## src/rtl/floor_request_scheduler_pkg.sv

```systemverilog
// Shared definitions for the 3-floor elevator scheduler: floor codes,
// call/led bit order, FSM state encoding and the SCAN helper functions.
package floor_request_scheduler_pkg;

   localparam logic [1:0] ST_FLOOR = 2'b00;
   localparam logic [1:0] ND_FLOOR = 2'b01;
   localparam logic [1:0] RD_FLOOR = 2'b10;
   localparam int         N_FLOORS = 3;

   // Bit positions inside call_btn / pending / leds
   localparam int ST_BIT = 0;
   localparam int ND_BIT = 1;
   localparam int RD_BIT = 2;

   typedef enum logic [2:0] {
      S_IDLE      = 3'd0,
      S_MOVE      = 3'd1,
      S_DOOR_REQ  = 3'd2,
      S_DOOR_WAIT = 3'd3,
      S_EMERG     = 3'd4
   } state_t;

   // One-hot mask of a floor code in call/pending bit order
   function automatic logic [N_FLOORS-1:0] floor_mask(input logic [1:0] f);
      logic [N_FLOORS-1:0] m;
      m = '0;
      case (f)
         ST_FLOOR: m[ST_BIT] = 1'b1;
         ND_FLOOR: m[ND_BIT] = 1'b1;
         RD_FLOOR: m[RD_BIT] = 1'b1;
         default:  m = '0;
      endcase
      return m;
   endfunction

   // Any pending call strictly beyond floor f in the given direction
   function automatic logic pending_ahead(input logic [N_FLOORS-1:0] pend,
                                          input logic [1:0] f, input logic up);
      logic hit;
      hit = 1'b0;
      if (up) begin
         if (f == ST_FLOOR)      hit = pend[ND_BIT] | pend[RD_BIT];
         else if (f == ND_FLOOR) hit = pend[RD_BIT];
      end else begin
         if (f == RD_FLOOR)      hit = pend[ND_BIT] | pend[ST_BIT];
         else if (f == ND_FLOOR) hit = pend[ST_BIT];
      end
      return hit;
   endfunction

   // Direction is pinned at the end floors so SCAN never aims past them
   function automatic logic forced_dir(input logic [1:0] f, input logic up);
      logic d;
      d = up;
      if (f == ST_FLOOR)      d = 1'b1;
      else if (f == RD_FLOOR) d = 1'b0;
      return d;
   endfunction

   // Neighbouring floor in the given direction, saturating at the ends
   function automatic logic [1:0] step_floor(input logic [1:0] f, input logic up);
      logic [1:0] r;
      r = f;
      if (up && f != RD_FLOOR)       r = f + 2'b01;
      else if (!up && f != ST_FLOOR) r = f - 2'b01;
      return r;
   endfunction

endpackage

```

## src/rtl/floor_request_scheduler_travel_timer.sv

```systemverilog
// Inter-floor travel counter. Counts 0..TRAVEL_CYCLES-1 while run is high,
// holds while freeze is high, and pulses done on the terminal count.
module travel_timer #(
   parameter int TRAVEL_CYCLES = 8,
   parameter int CNT_W         = 4
) (
   input  logic clk,
   input  logic rst,
   input  logic run,
   input  logic freeze,
   input  logic clear,
   output logic done
);

   localparam logic [CNT_W-1:0] LAST = CNT_W'(TRAVEL_CYCLES - 1);

   logic [CNT_W-1:0] cnt_q, cnt_d;

   // Next count: clear has priority, freeze holds, terminal count wraps to 0
   always_comb begin
      cnt_d = cnt_q;
      if (clear) begin
         cnt_d = '0;
      end else if (run && !freeze) begin
         if (cnt_q == LAST) cnt_d = '0;
         else               cnt_d = cnt_q + 1'b1;
      end
   end

   assign done = run && !freeze && !clear && (cnt_q == LAST);

   // Counter register
   always_ff @(posedge clk or posedge rst) begin
      if (rst) cnt_q <= '0;
      else     cnt_q <= cnt_d;
   end

endmodule

```

## src/rtl/floor_request_scheduler.sv

```systemverilog
// Elevator controller: latches calls, picks the next floor with SCAN, times
// travel via travel_timer and runs the door req/ack/done handshake.
module floor_request_scheduler
   import floor_request_scheduler_pkg::*;
#(
   parameter int TRAVEL_CYCLES = 8,
   parameter int CNT_W         = 4
) (
   input  logic       clk,
   input  logic       rst,
   input  logic [2:0] call_btn,
   input  logic       sos_mode,
   input  logic       door_ack,
   input  logic       door_done,
   output logic [1:0] floor,
   output logic [1:0] next_floor,
   output logic       is_moving,
   output logic       dir_up,
   output logic       door_req,
   output logic [1:0] open_when,
   output logic       st_led,
   output logic       nd_led,
   output logic       rd_led
);

   state_t               state_q, state_d;
   logic [N_FLOORS-1:0]  pending_q, pending_d;
   logic [1:0]           floor_q, floor_d;
   logic [1:0]           next_floor_q, next_floor_d;
   logic [1:0]           open_when_q, open_when_d;
   logic                 is_moving_q, is_moving_d;
   logic                 dir_up_q, dir_up_d;
   logic                 door_req_q, door_req_d;
   logic [N_FLOORS-1:0]  call_eff;
   logic                 dir_arr;
   logic                 travel_done;

   travel_timer #(
      .TRAVEL_CYCLES (TRAVEL_CYCLES),
      .CNT_W         (CNT_W)
   ) u_timer (
      .clk    (clk),
      .rst    (rst),
      .run    (state_q == S_MOVE),
      .freeze (sos_mode),
      .clear  (state_q == S_IDLE),
      .done   (travel_done)
   );

   // Next-state, pending calls and registered outputs of the scheduler FSM
   always_comb begin
      state_d      = state_q;
      floor_d      = floor_q;
      next_floor_d = next_floor_q;
      open_when_d  = open_when_q;
      is_moving_d  = is_moving_q;
      dir_up_d     = dir_up_q;
      door_req_d   = door_req_q;
      dir_arr      = forced_dir(next_floor_q, dir_up_q);

      // A call for the floor whose door is being cycled is already being served
      call_eff = call_btn;
      if (state_q == S_DOOR_REQ || state_q == S_DOOR_WAIT)
         call_eff = call_btn & ~floor_mask(floor_q);
      pending_d = pending_q | call_eff;

      if (sos_mode) begin
         state_d     = S_EMERG;
         is_moving_d = 1'b0;
         door_req_d  = 1'b0;
      end else begin
         case (state_q)
            S_IDLE: begin
               if ((pending_q & floor_mask(floor_q)) != '0) begin
                  state_d     = S_DOOR_REQ;
                  door_req_d  = 1'b1;
                  open_when_d = floor_q;
               end else if (pending_ahead(pending_q, floor_q, dir_up_q)) begin
                  state_d      = S_MOVE;
                  is_moving_d  = 1'b1;
                  next_floor_d = step_floor(floor_q, dir_up_q);
               end else if (pending_ahead(pending_q, floor_q, !dir_up_q)) begin
                  state_d      = S_MOVE;
                  is_moving_d  = 1'b1;
                  dir_up_d     = !dir_up_q;
                  next_floor_d = step_floor(floor_q, !dir_up_q);
               end
            end
            S_MOVE: begin
               if (travel_done) begin
                  floor_d  = next_floor_q;
                  dir_up_d = dir_arr;
                  if ((pending_q & floor_mask(next_floor_q)) != '0) begin
                     state_d     = S_DOOR_REQ;
                     is_moving_d = 1'b0;
                     door_req_d  = 1'b1;
                     open_when_d = next_floor_q;
                  end else if (pending_ahead(pending_q, next_floor_q, dir_arr)) begin
                     next_floor_d = step_floor(next_floor_q, dir_arr);
                  end else begin
                     state_d     = S_IDLE;
                     is_moving_d = 1'b0;
                  end
               end
            end
            S_DOOR_REQ: begin
               if (door_ack) begin
                  pending_d  = pending_d & ~floor_mask(floor_q);
                  door_req_d = 1'b0;
                  state_d    = door_done ? S_IDLE : S_DOOR_WAIT;
               end
            end
            S_DOOR_WAIT: begin
               if (door_done) state_d = S_IDLE;
            end
            S_EMERG: begin
               // An interrupted move resumes; an interrupted door cycle is dropped
               if (next_floor_q != floor_q) begin
                  state_d     = S_MOVE;
                  is_moving_d = 1'b1;
               end else begin
                  state_d = S_IDLE;
               end
            end
            default: state_d = S_IDLE;
         endcase
      end
   end

   // State and output registers
   always_ff @(posedge clk or posedge rst) begin
      if (rst) begin
         state_q      <= S_IDLE;
         pending_q    <= '0;
         floor_q      <= ST_FLOOR;
         next_floor_q <= ST_FLOOR;
         open_when_q  <= ST_FLOOR;
         is_moving_q  <= 1'b0;
         dir_up_q     <= 1'b1;
         door_req_q   <= 1'b0;
      end else begin
         state_q      <= state_d;
         pending_q    <= pending_d;
         floor_q      <= floor_d;
         next_floor_q <= next_floor_d;
         open_when_q  <= open_when_d;
         is_moving_q  <= is_moving_d;
         dir_up_q     <= dir_up_d;
         door_req_q   <= door_req_d;
      end
   end

   assign floor      = floor_q;
   assign next_floor = next_floor_q;
   assign open_when  = open_when_q;
   assign is_moving  = is_moving_q;
   assign dir_up     = dir_up_q;
   assign door_req   = door_req_q;
   assign st_led     = pending_q[ST_BIT];
   assign nd_led     = pending_q[ND_BIT];
   assign rd_led     = pending_q[RD_BIT];

endmodule

```

## config.mk

```make
export PLATFORM = sky130hd
export DESIGN_NAME = floor_request_scheduler
export DESIGN_NICKNAME = d
export VERILOG_FILES = /design/src/rtl/floor_request_scheduler_pkg.sv /design/src/rtl/floor_request_scheduler_travel_timer.sv /design/src/rtl/floor_request_scheduler.sv
export SDC_FILE = /design/constraint.sdc
export NUM_CORES = 1
export LEC_CHECK = 0
export BUFFER_PORTS_ARGS = -buffer_cell sky130_fd_sc_hd__buf_2
export CORE_UTILIZATION = 45
export DETAILED_ROUTE_END_ITERATION = 10
export GPL_TIMING_DRIVEN = 0
export PLACE_DENSITY = 0.65
export SKIP_LAST_GASP = 1
export SYNTH_ARGS = -nofsm -noshare
export SYNTH_HDL_FRONTEND = slang
export SYNTH_HIERARCHICAL = 1
export SYNTH_SLANG_ARGS = --single-unit
```

## constraint.sdc

```tcl
create_clock -name clk -period 5.1 [get_ports clk]
set_clock_uncertainty 0.2 [all_clocks]
set_input_delay 0.255 -clock clk [delete_from_list [all_inputs] [get_ports clk]]
set_output_delay 0.255 -clock clk [all_outputs]
set_load 0.05 [all_outputs]
```

==> summary.md, run 1 <==
- number of diodes added for antenna fixing: 0
- area of the mapped netlist: 1640 um^2
- maximum single-stage delay on the critical path: 500 ps
- Final setup violation count: 0
- Worst path slowest cell: or3b_2
- number of clock sinks: 19
- number of placement rows: 21
- via count of the first global-routing pass: 1489
- CTS H-tree depth: 1
- Synth area leaders: dfrtp_1 (28%), ha_1 (5.4%), nand2_1 (5.0%), mux2i_1 (4.3%), o21ai_0 (3.7%)
- share of synthesized area occupied by flip-flops and latches: 0.292
- power consumption: 0.416 mW
- Non-Filler Cell Area, Final: 1840 um^2
- fill cell count: 344
- number of antenna violations at the first check in global routing: 0
- First-pass DRT Iterations: 4
- endpoint class of the critical path: register
- fraction of met3 tracks used by global routing: 0.0423
- status: finished, final reports clean
- worst hold endpoint: pending_q[1]
- area grow syn2layout: 12.4%
- most used flip-flop cell after synthesis: dfrtp_1
- setup repair after global routing missed its margin: false
- flip-flop and latch area: 477 um^2
- most numerous cell on the critical path: buf_2
- total overflow reported by the global router: 0
- number of enable flip-flop cells after synthesis: 0
- later-pin clock latency in the skew report: 310 ps
- largest fanout of any net on the critical path: 10
- Hold Violations, Final: 0
- Unique masters post-synth: 58
- setup fix buffers added after clock tree synthesis: 0
- cell chosen for the clock root: clkbuf_4
- wire length of the first global-routing pass: 6840 um
- worst min-delay path startpoint: call_btn[1]
- highest-count cells in the layout ignoring fill and taps: buf_2 (23), nand2_1 (22), dfrtp_1 (18)
- clock slew at the register clock pins of the worst setup and hold paths: 120 ps
- largest buffer count on any clock path: 2
- total number of nets in the final design: 239
- Max Freq: 313 MHz
- share of flip-flops with an asynchronous set or reset: 1.00
- Required @ worst endpoint: 5090 ps
- critical register-to-register path startpoint: state_q[0]
- synthesized net count: 213
- number of buffers added by the clock tree synthesis step: 3
- RePlAce Congestion: 0.907
- total number of vias: 1586
- hold crit path type: input port to register
- Die Ht: 62.3 um
- number of synthesized register bits: 19
- Crit Path Category: register to register
- count of yosys warnings during synthesis: 6
- GR Layer Usage met2: 0.357
- reg2reg end: next_floor[1]
- commonest non-fill, non-tap cell in the layout: buf_2
- Yosys top cell area share: 0.275
- Worst-Margin Slew: 700 ps
- final max-slew violation count: 0
- maximum number of pins on one net before global-route repair: 16
- worst slew margin relative to its limit: 0.530
- number of top-level pins: 20
- clock period minus worst slack: 3190 ps
- Most Crowded Layer GR: met2
- worst path cell trace: buf_2, or3b_2, buf_2, inv_1, nor2b_4, nand2_1, nor2_1, nand3_1, o41a_1, a2111oi_2, a211oi_1
- hold-critical path depth: 3
- GR Util met1: 0.296
- number of cells produced by synthesis: 198
- Util after Layout: 0.538
- DRT iter0 DRCs: 99
- worst vdd ir: 272 uV
- cell area after placement: 1790 um^2
- worst-case register-to-register setup slack: 1910 ps
- Post-Route WL: 4040 um
- area leader, netlist: dfrtp_1
- average wire per cell in the routed design: 15.0 um
- share of final-layout standard cells stronger than drive strength 1: 0.179
- Antenna Violating Nets Remaining: 0
- Vias/cell: 5.90
- Static Leak: 0.767 nW
- accumulated negative setup slack: 0 ps
- number of max-cap violations: 0
- clock tree from TritonCTS: yes
- Total Routing Usage GR: 0.218
- Die Area: 3880 um^2
- share of the clock period used by the worst path after layout: 0.626
- Mean Syn Cell Area: 8.26 um^2
- half-perimeter wire length after detailed placement: 3050 um
- Die Span X: 62.3 um
- total power per unit cell area: 226 nW/um^2
- core area: 3420 um^2
- Post-route DRC: 0
- arrival time of data at the critical path endpoint: 3180 ps
- count of buffers from port buffering: 19
- critical path launch point type: register
- cells on worst reg2reg path: 11
- starting density of the core: 0.479
- area occupied by multi-input gates: 1040 um^2
-- worst max-delay path by stage --
| stage | slack, ps | start | cells past startpoint | endpoint |
|---|---|---|---|---|
| floorplan | 2430 | state_q[0] | 11 | next_floor[0] |
| global placement | 2010 | state_q[0] | 11 | next_floor[1] |
| detailed placement | 1970 | state_q[0] | 11 | next_floor[1] |
| CTS | 1950 | state_q[0] | 11 | next_floor[1] |
| global route | 1670 | state_q[0] | 11 | next_floor[1] |
| finish | 1910 | state_q[0] | 11 | next_floor[1] |
-- routing by layer --
layer	share of wire	vias up	wire (um)
li1	-	782	-
met1	0.50	755	2020
met2	0.44	43	1800
met3	0.039	6	159
met4	0.016	0	64
met5	0	-	0
-- sequential cells by signal, indices dropped and copies added, names as in the netlist --
signal / flops
next_floor: 2
state_q: 3
floor: 2
door_req: 1
is_moving: 1
pending_q: 3
open_when: 2
u_timer/cnt_q: 4
dir_up: 1
-- cell families (layout without fill, tap and decap cells) --
logic type                 Yosys count  after routing  share of synthesized area
adders and majority gates            7              7                     0.0536
AOI/OAI and AO/OA                   58             58                      0.257
xor gates and xnor gates             5              5                     0.0268
buffers and inverters               26             51                     0.0696
muxes                               10             10                     0.0635
and+or+nand+nor                     73             73                      0.238
DFF                                 19             19                      0.292
-- repair_timing --
action                                 CTS  global route
endpoints found under the hold margin   18             1
hold buffers                             1             1
resized for setup                        0             0
-- stage by stage --
| step | hold slack [ps] | setup slack (ps) | cells |
|---|---|---|---|
| after CTS | 10.4 | 1950 | 268 |
| final | 9.95 | 1910 | 269 |
| after detailed placement | -48.0 | 1970 | 263 |
| after global placement | -54.3 | 2010 | 263 |
| after floorplan | -179 | 2430 | 198 |
| after global routing | 23.7 | 1670 | 269 |
-- synthesized netlist by cell type (2+ instances only) --
cell / count
a211oi_1: 2
a21oi_1: 11
a221o_1: 2
a22oi_1: 4
a31oi_1: 2
buf_2: 4
clkbuf_1: 8
dfrtp_1: 18
ha_1: 7
inv_1: 12
mux2_2: 3
mux2i_1: 7
nand2_1: 22
nand2b_1: 7
nand3_1: 4
nand3b_1: 2
nand4_1: 5
nor2_1: 11
nor3_1: 5
nor3b_1: 2
nor4_1: 3
o211ai_1: 2
o21a_1: 3
o21ai_0: 12
o31ai_1: 2
o32a_1: 2
or3_1: 2
xnor2_1: 4
-- layout make-up --
| type | instances | share of cell area |
|---|---|---|
| multi-input cells | 153 | 0.568 |
| flip-flops and latches | 19 | 0.259 |
| repair buffers | 21 | 0.0626 |
| plain buffers | 14 | 0.0374 |
| well taps | 46 | 0.0313 |
| inverters | 12 | 0.0245 |
| clock buffers | 3 | 0.0123 |
| clock inverters | 1 | 0.00408 |
-- critical path: cells and delay by family (launching register included) --
kind	cells	cell delay (ps)
compound gates	3	660
buf+inv	3	530
flops	1	330
simple gates	5	1350
-- report_power, final --
part	internal [mW]	switching (mW)
Clock	0.0300	0.0543
Combinational	0.0494	0.106
Sequential	0.167	0.00890
Note: power is estimated with default switching activity, not from simulation.
==> run 2: changes to the inputs <==
==> constraint.sdc (replaced) <==
create_clock -name clk -period 3.3 [get_ports clk]
set_clock_uncertainty 0.2 [all_clocks]
set_input_delay 0.165 -clock clk [delete_from_list [all_inputs] [get_ports clk]]
set_output_delay 0.165 -clock clk [all_outputs]
set_load 0.05 [all_outputs]
==> summary.md, run 2 (synthesis results as in run 1) <==
- status: finished, final reports clean, unchanged
- least setup slack across all paths after layout: 240 ps, was 1910 ps
- worst slew margin relative to its limit: 0.534, was 0.530
- commonest non-fill, non-tap cell in the layout: buf_2, unchanged
- share of final-layout standard cells stronger than drive strength 1: 0.182, was 0.179
- destination of the critical timing path: next_floor[1], unchanged
- instance count on the critical path: 11, unchanged
- gate family responsible for the most delay along the worst path: simple AND/OR/NAND/NOR gates, unchanged
- placement-stage worst setup slack: 169 ps, was 1970 ps
- share of the clock period used by the worst path after layout: 0.927, was 0.626
- half-perimeter wire length after detailed placement: 3050 um, unchanged
- First-pass DRT Iterations: 4, unchanged
- Worst-Margin Slew: 694 ps, was 700 ps
- largest buffer count on any clock path: 2, unchanged
- Crit path buffers/inverters: 3, unchanged
- number of max-cap violations: 0, unchanged
- total number of nets in the final design: 241, was 239
- CTS H-tree depth: 1, unchanged
- Hold Violations, Final: 0, unchanged
- Die Ht: 62.3 um, unchanged
- later-pin clock latency in the skew report: 310 ps, about the same
- number of top-level pins: 20, unchanged
- highest-count cells in the layout ignoring fill and taps: buf_2 (23), nand2_1 (22), dfrtp_1 (18), unchanged
- critical register-to-register path startpoint: state_q[0], unchanged
- worst vdd ir: 420 uV, was 272 uV
- average wire per cell in the routed design: 15.0 um, about the same
- cell chosen for the clock root: clkbuf_4, unchanged
- total number of vias: 1593, was 1586
- number of placement rows: 21, unchanged
- Max Freq: 327 MHz, was 313 MHz
- clock period minus worst slack: 3060 ps, was 3190 ps
- largest fanout of any net on the critical path: 10, unchanged
- top flop regs: u_timer/cnt_q: 4 flops, pending_q: 3 flops, state_q: 3 flops, unchanged
- hold_ws: 34.5 ps, was 9.95 ps
- number of clock sinks: 19, unchanged
- maximum number of pins on one net before global-route repair: 16, unchanged
- endpoint class of the critical path: register, unchanged
- final max-slew violation count: 0, unchanged
- area occupied by multi-input gates: 1050 um^2, was 1040 um^2
- count of buffers from port buffering: 19, unchanged
- most numerous cell on the critical path: buf_2, unchanged
- setup repair after global routing missed its margin: false, unchanged
- worst path cell trace: buf_2, or3b_2, buf_2, inv_1, nor2b_4, nand2_1, nor2_2, nand3_1, o41a_1, a2111oi_2, a211oi_1, was buf_2, or3b_2, buf_2, inv_1, nor2b_4, nand2_1, nor2_1, nand3_1, o41a_1, a2111oi_2, a211oi_1
- cells on worst reg2reg path: 11, unchanged
- Antenna Violating Nets Remaining: 0, unchanged
- arrival time of data at the critical path endpoint: 3040 ps, was 3180 ps
- DRT iter0 DRCs: 122, was 99
- Post-Route WL: 4070 um, was 4040 um
- Worst path slowest cell: or3b_2, unchanged
- Required @ worst endpoint: 3280 ps, was 5090 ps
- wire length of the first global-routing pass: 6870 um, was 6840 um
- Die Span X: 62.3 um, unchanged
- number of diodes added for antenna fixing: 0, unchanged
- hold crit path type: input port to register, unchanged
- core area: 3420 um^2, unchanged
- critical path launch point type: register, unchanged
- Util after Layout: 0.545, was 0.538
- Final setup violation count: 0, unchanged
- flip-flop and latch area: 477 um^2, unchanged
- total overflow reported by the global router: 0, unchanged
- reg2reg end: next_floor[1], unchanged
- Post-route DRC: 0, unchanged
- via count of the first global-routing pass: 1503, was 1489
- clock tree from TritonCTS: yes, unchanged
- area grow syn2layout: 13.8%, was 12.4%
- filler-free cell count of the finished design: 271, was 269
- total power per unit cell area: 346 nW/um^2, was 226 nW/um^2
- number of antenna violations at the first check in global routing: 0, unchanged
- clock slew at the register clock pins of the worst setup and hold paths: 120 ps, about the same
- Vias/cell: 5.88, was 5.90
- Die Area: 3880 um^2, unchanged
- fill cell count: 345, was 344
- Crit Path Category: register to register, unchanged
- origin of the worst setup path: state_q[0], unchanged
- number of buffers added by the clock tree synthesis step: 3, unchanged
- Static Leak: 0.775 nW, was 0.767 nW
- RePlAce Congestion: 0.907, unchanged
- maximum single-stage delay on the critical path: 500 ps, about the same
- number of flip-flops in the largest register: 4, unchanged
- worst-case register-to-register setup slack: 240 ps, was 1910 ps
- accumulated negative setup slack: 0 ps, unchanged
- Total Routing Usage GR: 0.219, was 0.218
- instance count after placement with tap cells included: 263, unchanged
- top register by number of flip-flops: u_timer/cnt_q, unchanged
- starting density of the core: 0.479, unchanged
[run 2: cell types whose count changed in the layout (fill, tap and decap cells not counted), sizes merged]
cell | previous run | this run
dlygate4sd3 | 2 | 4
[run 2: worst min-delay path by stage]
stage	cells past startpoint	from	endpoint
4_1_cts	4	door_done	state_q[1]
3_3_place_gp	2	rst	u_timer/cnt_q[1]
3_5_place_dp	2	rst	u_timer/cnt_q[1]
2_1_floorplan	1	rst	u_timer/cnt_q[0]
6_report	4	door_done	state_q[1]
5_1_grt	4	door_done	state_q[1]
[run 2: power breakdown]
part           leakage, nW  total (mW)  switching (mW)  internal (mW)
clock network       0.0139       0.129          0.0829         0.0463
logic                0.540       0.242           0.164         0.0778
registers            0.222       0.272          0.0138          0.258
[run 2: metal layers]
layer / routed length, um / share of wire / vias up / global-route usage
met3: 149 / 0.037 / 6 / 0.0386
li1: - / - / 786 / -
met4: 64 / 0.016 / 0 / 0.0494
met2: 1820 / 0.45 / 42 / 0.360
met1: 2040 / 0.50 / 759 / 0.299
met5: 0 / 0 / - / 0
[run 2: stage by stage]
stage	cell area (um^2)	power (mW)
after floorplan	1640	0.461
after global placement	1790	0.510
after detailed placement	1790	0.513
after CTS	1860	0.647
after global routing	1860	0.680
final	1860	0.643
[run 2: timing repair]
item / CTS / global route
endpoints found under the setup margin: 0 / 2
hold buffers: 4 / 0
setup buffers: 0 / 0
endpoints found under the hold margin: 21 / 0
gates resized for setup: 0 / 1
[run 2: tightest hold or removal path, stage by stage]
cell      delay [ps]
buf_2            100
nand2_1           50
nand4b_1         120
o41ai_1           80
[run 2: layout make-up]
class                      instances  area share
sequential                        19       0.256
multi-input combinational        153       0.563
inverter                          12      0.0242
clock buffer                       3      0.0121
tap                               46      0.0309
buffer                            14      0.0370
timing repair buffer              23      0.0726
clock inverter                     1     0.00403
